[config.mk]
export PLATFORM = sky130hd
export DESIGN_NAME = ram_request_arbiter_flat
export DESIGN_NICKNAME = d
export VERILOG_FILES = /design/src/rtl/ram_request_arbiter_if.sv /design/src/rtl/ram_request_arbiter.sv /design/src/flat_wrapper.sv
export SDC_FILE = /design/constraint.sdc
export NUM_CORES = 1
export LEC_CHECK = 0
export ABC_AREA = 1
export CORE_AREA = 2 2 145 147
export CTS_BUF_LIST = sky130_fd_sc_hd__clkbuf_16
export CTS_CLUSTER_DIAMETER = 150
export CTS_CLUSTER_SIZE = 10
export DETAILED_ROUTE_END_ITERATION = 8
export DIE_AREA = 0 0 147 149
export RECOVER_POWER = 25
export SETUP_SLACK_MARGIN = 0.1
export SLEW_MARGIN = 10
export SYNTH_ARGS = -nofsm -noshare
export SYNTH_HDL_FRONTEND = slang
export SYNTH_SLANG_ARGS = --single-unit
export TNS_END_PERCENT = 100
[constraint.sdc]
create_clock -name CLK -period 2.1 [get_ports CLK]
set_input_delay 0.42 -clock CLK [delete_from_list [all_inputs] [get_ports CLK]]
set_output_delay 0.42 -clock CLK [all_outputs]
set_load 0.01 [all_outputs]
[src/rtl/ram_request_arbiter_if.sv]
// Bundle of cache-side request/wait signals and the single-port RAM bus
// shared between ram_request_arbiter (master) and its environment (slave).
interface ram_request_arbiter_if #(
    parameter int CPUS = 2
);
    logic [CPUS-1:0]    ireq;
    logic [32*CPUS-1:0] iaddr;
    logic [CPUS-1:0]    iwait;
    logic [31:0]        iload;
    logic [CPUS-1:0]    dreq;
    logic [CPUS-1:0]    dwe;
    logic [32*CPUS-1:0] daddr;
    logic [32*CPUS-1:0] dstore;
    logic [CPUS-1:0]    dwait;
    logic [31:0]        dload;
    logic [1:0]         ramstate;
    logic [31:0]        ramload;
    logic               ramREN;
    logic               ramWEN;
    logic [31:0]        ramaddr;
    logic [31:0]        ramstore;

    modport master (
        input  ireq, iaddr, dreq, dwe, daddr, dstore, ramstate, ramload,
        output iwait, iload, dwait, dload, ramREN, ramWEN, ramaddr, ramstore
    );

    modport slave (
        output ireq, iaddr, dreq, dwe, daddr, dstore, ramstate, ramload,
        input  iwait, iload, dwait, dload, ramREN, ramWEN, ramaddr, ramstore
    );
endinterface

[src/rtl/ram_request_arbiter.sv]
// Single-port RAM scheduler: data bursts beat instruction fetches, round-robin
// within each class, with a starvation guard that forces a fetch through.
module ram_request_arbiter #(
    parameter int CPUS         = 2,
    parameter int WORDS        = 2,
    parameter int STARVE_LIMIT = 4,
    localparam int OW          = (CPUS > 1) ? $clog2(CPUS) : 1
) (
    input  logic                  CLK,
    input  logic                  nRST,
    ram_request_arbiter_if.master bus,
    output logic [OW-1:0]         owner,
    output logic                  busy,
    output logic                  err
);
    localparam int BW = (WORDS > 1) ? $clog2(WORDS) : 1;
    localparam int SW = $clog2(STARVE_LIMIT + 1);

    localparam logic [1:0]    RAM_ACCESS = 2'd2;
    localparam logic [1:0]    RAM_ERROR  = 2'd3;
    localparam logic [OW-1:0] LAST_ID    = OW'(CPUS - 1);
    localparam logic [BW-1:0] LAST_BEAT  = BW'(WORDS - 1);
    localparam logic [SW-1:0] STARVE_MAX = SW'(STARVE_LIMIT);
    localparam logic [31:0]   BLK_MASK   = 32'(WORDS * 4 - 1);

    typedef enum logic [1:0] {IDLE, IXFER, DXFER} state_t;

    state_t        state, state_n;
    logic [OW-1:0] owner_n, dptr, dptr_n, iptr, iptr_n;
    logic [BW-1:0] beat, beat_n;
    logic [SW-1:0] starve, starve_n;
    logic [31:0]   cur_iaddr, cur_daddr, cur_dstore;
    logic          any_i, any_d;

    function automatic logic [OW-1:0] next_id(input logic [OW-1:0] id);
        return (id == LAST_ID) ? '0 : id + 1'b1;
    endfunction

    // First set request at or after ptr, searching cyclically.
    function automatic logic [OW-1:0] pick(input logic [CPUS-1:0] req,
                                           input logic [OW-1:0]   ptr);
        logic [OW-1:0] idx;
        logic [OW-1:0] win;
        logic          found;
        idx   = ptr;
        win   = ptr;
        found = 1'b0;
        for (int k = 0; k < CPUS; k++) begin
            if (!found && req[idx]) begin
                win   = idx;
                found = 1'b1;
            end
            idx = next_id(idx);
        end
        return win;
    endfunction

    assign any_i      = |bus.ireq;
    assign any_d      = |bus.dreq;
    assign cur_iaddr  = bus.iaddr[int'(owner)*32 +: 32];
    assign cur_daddr  = bus.daddr[int'(owner)*32 +: 32];
    assign cur_dstore = bus.dstore[int'(owner)*32 +: 32];
    assign busy       = (state != IDLE);

    always_ff @(posedge CLK or negedge nRST) begin
        if (!nRST) begin
            state  <= IDLE;
            owner  <= '0;
            dptr   <= '0;
            iptr   <= '0;
            beat   <= '0;
            starve <= '0;
        end else begin
            state  <= state_n;
            owner  <= owner_n;
            dptr   <= dptr_n;
            iptr   <= iptr_n;
            beat   <= beat_n;
            starve <= starve_n;
        end
    end

    always_comb begin
        state_n      = state;
        owner_n      = owner;
        dptr_n       = dptr;
        iptr_n       = iptr;
        beat_n       = beat;
        starve_n     = starve;
        bus.iwait    = '1;
        bus.dwait    = '1;
        bus.ramREN   = 1'b0;
        bus.ramWEN   = 1'b0;
        bus.ramaddr  = '0;
        bus.ramstore = '0;
        bus.iload    = '0;
        bus.dload    = '0;
        err          = 1'b0;

        case (state)
            IDLE: begin
                if (any_d && ((starve < STARVE_MAX) || !any_i)) begin
                    owner_n = pick(bus.dreq, dptr);
                    beat_n  = '0;
                    state_n = DXFER;
                end else if (any_i) begin
                    owner_n = pick(bus.ireq, iptr);
                    state_n = IXFER;
                end
            end

            IXFER: begin
                bus.ramREN  = 1'b1;
                bus.ramaddr = cur_iaddr;
                bus.iload   = bus.ramload;
                if (bus.ramstate == RAM_ERROR) begin
                    err     = 1'b1;
                    state_n = IDLE;
                end else if (bus.ramstate == RAM_ACCESS) begin
                    bus.iwait[owner] = 1'b0;
                    iptr_n           = next_id(owner);
                    starve_n         = '0;
                    state_n          = IDLE;
                end else if (!bus.ireq[owner]) begin
                    state_n = IDLE;
                end
            end

            DXFER: begin
                bus.ramaddr = (cur_daddr & ~BLK_MASK) | 32'({beat, 2'b00});
                if (bus.dwe[owner]) begin
                    bus.ramWEN   = 1'b1;
                    bus.ramstore = cur_dstore;
                end else begin
                    bus.ramREN = 1'b1;
                    bus.dload  = bus.ramload;
                end
                if (bus.ramstate == RAM_ERROR) begin
                    err     = 1'b1;
                    beat_n  = '0;
                    state_n = IDLE;
                end else if (bus.ramstate == RAM_ACCESS) begin
                    bus.dwait[owner] = 1'b0;
                    if (beat == LAST_BEAT) begin
                        beat_n  = '0;
                        dptr_n  = next_id(owner);
                        state_n = IDLE;
                        // Only back-to-back data grants with a fetch waiting count.
                        if (!any_i)
                            starve_n = '0;
                        else if (starve >= STARVE_MAX)
                            starve_n = STARVE_MAX;
                        else
                            starve_n = starve + 1'b1;
                    end else begin
                        beat_n = beat + 1'b1;
                    end
                end else if (!bus.dreq[owner]) begin
                    beat_n  = '0;
                    state_n = IDLE;
                end
            end

            default: state_n = IDLE;
        endcase
    end
endmodule

[src/flat_wrapper.sv]
// flat-port wrapper written by rule: the top's interface ports become plain ports
module ram_request_arbiter_flat 
#(
    parameter int CPUS         = 2,
    parameter int WORDS        = 2,
    parameter int STARVE_LIMIT = 4,
    localparam int OW          = (CPUS > 1) ? $clog2(CPUS) : 1
)
  (CLK, nRST, owner, busy, err, bus_ireq, bus_iaddr, bus_dreq, bus_dwe, bus_daddr, bus_dstore, bus_ramstate, bus_ramload, bus_iwait, bus_iload, bus_dwait, bus_dload, bus_ramREN, bus_ramWEN, bus_ramaddr, bus_ramstore);
  ram_request_arbiter_if #(.CPUS(CPUS)) bus_i ();
  input  logic CLK;
  input  logic nRST;
  output logic [OW-1:0] owner;
  output logic busy;
  output logic err;
  input wire logic [$bits(bus_i.ireq)-1:0] bus_ireq;
  input wire logic [$bits(bus_i.iaddr)-1:0] bus_iaddr;
  input wire logic [$bits(bus_i.dreq)-1:0] bus_dreq;
  input wire logic [$bits(bus_i.dwe)-1:0] bus_dwe;
  input wire logic [$bits(bus_i.daddr)-1:0] bus_daddr;
  input wire logic [$bits(bus_i.dstore)-1:0] bus_dstore;
  input wire logic [$bits(bus_i.ramstate)-1:0] bus_ramstate;
  input wire logic [$bits(bus_i.ramload)-1:0] bus_ramload;
  output wire logic [$bits(bus_i.iwait)-1:0] bus_iwait;
  output wire logic [$bits(bus_i.iload)-1:0] bus_iload;
  output wire logic [$bits(bus_i.dwait)-1:0] bus_dwait;
  output wire logic [$bits(bus_i.dload)-1:0] bus_dload;
  output wire logic [$bits(bus_i.ramREN)-1:0] bus_ramREN;
  output wire logic [$bits(bus_i.ramWEN)-1:0] bus_ramWEN;
  output wire logic [$bits(bus_i.ramaddr)-1:0] bus_ramaddr;
  output wire logic [$bits(bus_i.ramstore)-1:0] bus_ramstore;
  assign bus_i.ireq = bus_ireq;
  assign bus_i.iaddr = bus_iaddr;
  assign bus_i.dreq = bus_dreq;
  assign bus_i.dwe = bus_dwe;
  assign bus_i.daddr = bus_daddr;
  assign bus_i.dstore = bus_dstore;
  assign bus_i.ramstate = bus_ramstate;
  assign bus_i.ramload = bus_ramload;
  assign bus_iwait = bus_i.iwait;
  assign bus_iload = bus_i.iload;
  assign bus_dwait = bus_i.dwait;
  assign bus_dload = bus_i.dload;
  assign bus_ramREN = bus_i.ramREN;
  assign bus_ramWEN = bus_i.ramWEN;
  assign bus_ramaddr = bus_i.ramaddr;
  assign bus_ramstore = bus_i.ramstore;
  ram_request_arbiter #(.CPUS(CPUS), .WORDS(WORDS), .STARVE_LIMIT(STARVE_LIMIT)) u_core (.CLK(CLK), .nRST(nRST), .bus(bus_i), .owner(owner), .busy(busy), .err(err));
endmodule
==> reports/metrics.yaml <==
status: "complete, but fails checks"
violations: "setup timing"
vias: 5118
cp_slowest_stage_delay_ns: 0.44
power.density_cell_area_nw_per_um2: 1010
final_util_pct: 39.2
io_buffers: 364
die_h_um: 149
cp-start-kind: "register"
avgSynthCellArea_um2: 4.96
cts_hold_repair.buffers: 0
synth_edf_count: 0
yosysSeqAreaShare_pct: 8.57
relSlewSlack_pct: 71.7
worstPathRequired_ns: 1.68
die_w_um: 147
start_util_pct: 12.8
cts_tree: "done"
worst_slack_ns: -0.0954
rsz0062_at_grt: "true"
row_count: 53
drive_above_1_share_pct: 41.0
dr.pass1.iters: 4
overflow: 0
r2r_start: "u_core.state[0]"
skew_ns: 0.00252
antenna_cells: 0
worst-r2r-cell-count: 11
worstPathMaxFanout: 8
cpMaxStageDelayCell: "dfrtp_2"
async_flop_share_pct: 100
r2r-end: "u_core.starve[0]"
dp.final_hpwl_mm: 13.8
setup.worst_path.class: "reg -> out"
ys_ff_latch: 9
final_common_cell: "clkdlybuf4s50_1"
ys_warn_count: 0
finalSetupTns_ns: -2.56
antenna_found_initial: 0
ir_worst_vdd_mv: 0.637
clockBufferDepth: 2
grt_pass1_wl_mm: 27.5
slew_viol_final: 0
leakagePower_nw: 3.86
crit_chain: "or2_4 -> o21ai_4 -> buf_6 -> nand2_8 -> buf_12 -> buf_16 -> nor2_1 -> buf_2"
nets: 1195
netlist_area_um2: 2630
hold_path_class: "reg -> reg"
worstMarginPinSlew_ns: 0.422
finalHoldViolCount: 0
routedWlPerCell_um: 16.1
period_share_pct: 105
fmax_ghz: 0.456
numCtsBuffers: 3
ys_types: 25
crit_end: "bus_dload[13]"
vias_per_cell: 4.16
grt_pass1_vias: 5011
fp.dieArea_um2: 21900
clkTransAtPathRegs_ns: 0.04
critPathLaunch: "u_core.owner"
postSynthCellCount: 530
synth_nets: 769
antenna_left: 0
max_cap_viol_count: 0
worstPathArrival_ns: 1.78
synth_flop_cell: "dfrtp_1"
setup_viol_count_final: 58
crit_path_end_kind: "output pin"
drc_errors: 0
gr-usage-all-layers_pct: 16.0
coreArea_um2: 20600
finalCriticalPeriod_ns: 2.20
routed_wirelength_mm: 19.9
r2r_slack_ns: 0.35
layout_common_cells: "222 x clkdlybuf4s50_1, 106 x nand2_1, 97 x buf_2"
cts.sinks: 9
drt_iter0_drc: 160
htree_levels: 1
clk_latency_ns: 0.24
gp_congestion: 0.813
clockRootBuffer: "clkbuf_16"
area_delta_synth_final_pct: 207
grt_max_degree: 27
io_pins: 371
what timing repair did:
action | 4_1_cts | 5_1_grt
gates resized for setup | 620 | 231
gates cloned | 11 | 6
endpoints found under the setup margin | 137 | 133
buffers inserted | 15 | 12
pin swaps | 11 | 10
kinds of logic (layout without fill, tap and decap cells):
logic type,count (synthesis),after routing,share of synthesized area [%]
adders and majority gates,5,5,2.38
DFF,9,9,8.57
buffers and inverters,123,548,21.6
and+or+nand+nor,261,261,39.0
AOI/OAI and AO/OA,132,132,28.5
registers in the layout, summed over array words and instances, names as in the netlist:
signal         cells
u_core.dptr        1
u_core.iptr        1
u_core.starve      3
u_core.beat        1
u_core.owner       1
u_core.state       2
cells in the mapped netlist (2+ instances only):
cell type | n | area share (%)
nand2_1 | 136 | 19
nor2_1 | 107 | 15
inv_1 | 82 | 12
a21oi_1 | 64 | 12
o21ai_0 | 37 | 7.0
a22oi_1 | 27 | 7.7
buf_2 | 13 | 2.5
clkbuf_1 | 11 | 1.6
dfrtp_1 | 9 | 8.6
nand3_1 | 9 | 1.7
buf_6 | 8 | 3.4
ha_1 | 5 | 2.4
buf_4 | 4 | 1.1
inv_2 | 3 | 0.43
nor3_1 | 3 | 0.57
a22oi_2 | 2 | 0.95
nor2_4 | 2 | 0.86
worst min-delay path by stage:
stage / start / to / slack (ns) / depth (start not counted)
6_report: u_core.iptr / u_core.iptr / 0.48 / 1
5_1_grt: u_core.iptr / u_core.iptr / 0.51 / 1
4_1_cts: u_core.iptr / u_core.iptr / 0.49 / 1
3_5_place_dp: u_core.iptr / u_core.iptr / 0.48 / 1
3_3_place_gp: u_core.dptr / u_core.dptr / 0.47 / 2
2_1_floorplan: nRST / u_core.beat / 0.12 / 0
critical path: cells and delay by family (launching register included):
kind                   cells  cell delay, ns
buffers and inverters      4            0.56
DFF                        1            0.44
and+or+nand+nor            3            0.43
AOI/OAI and AO/OA          1            0.08
power breakdown:
part	total (mW)	leakage, nW	internal, mW	switching [mW]
Sequential	0.322	0.112	0.253	0.0690
Clock	0.343	0.0423	0.250	0.0932
Combinational	7.47	3.71	3.77	3.71
Total	8.14	3.86	4.27	3.87
routing by layer:
metal  share of wire, %  GRT usage [%]  vias to the layer above  routed length, µm
met2                 51           29.2                      255              10100
met1                 40           19.1                     2321               7910
li1                   -              -                     2515                  -
met5                  0              0                        -                  0
met3                6.7           2.91                       27               1340
met4                2.5           4.57                        0                488
final cells by class:
cell class	count	area [µm²]
clock buffer	3	75.1
clock inverter	1	3.75
sequential	9	228
timing repair buffer	458	4520
tap	275	344
fill	2142	12500
multi-input combinational	398	2540
inverter	86	350
metrics by stage:
stage	hold WS, ns	power, mW	setup WS, ns	cell area [µm²]	cells
after floorplan	0.124	2.71	0.228	2630	530
after global placement	0.473	5.75	-0.731	6920	1186
after detailed placement	0.479	5.76	-0.755	6920	1186
after CTS	0.487	7.27	-0.109	7420	1216
after global routing	0.507	8.68	-0.153	8060	1230
final	0.482	8.14	-0.0954	8060	1230
No activity file was read; power rests on OpenSTA's default activity.
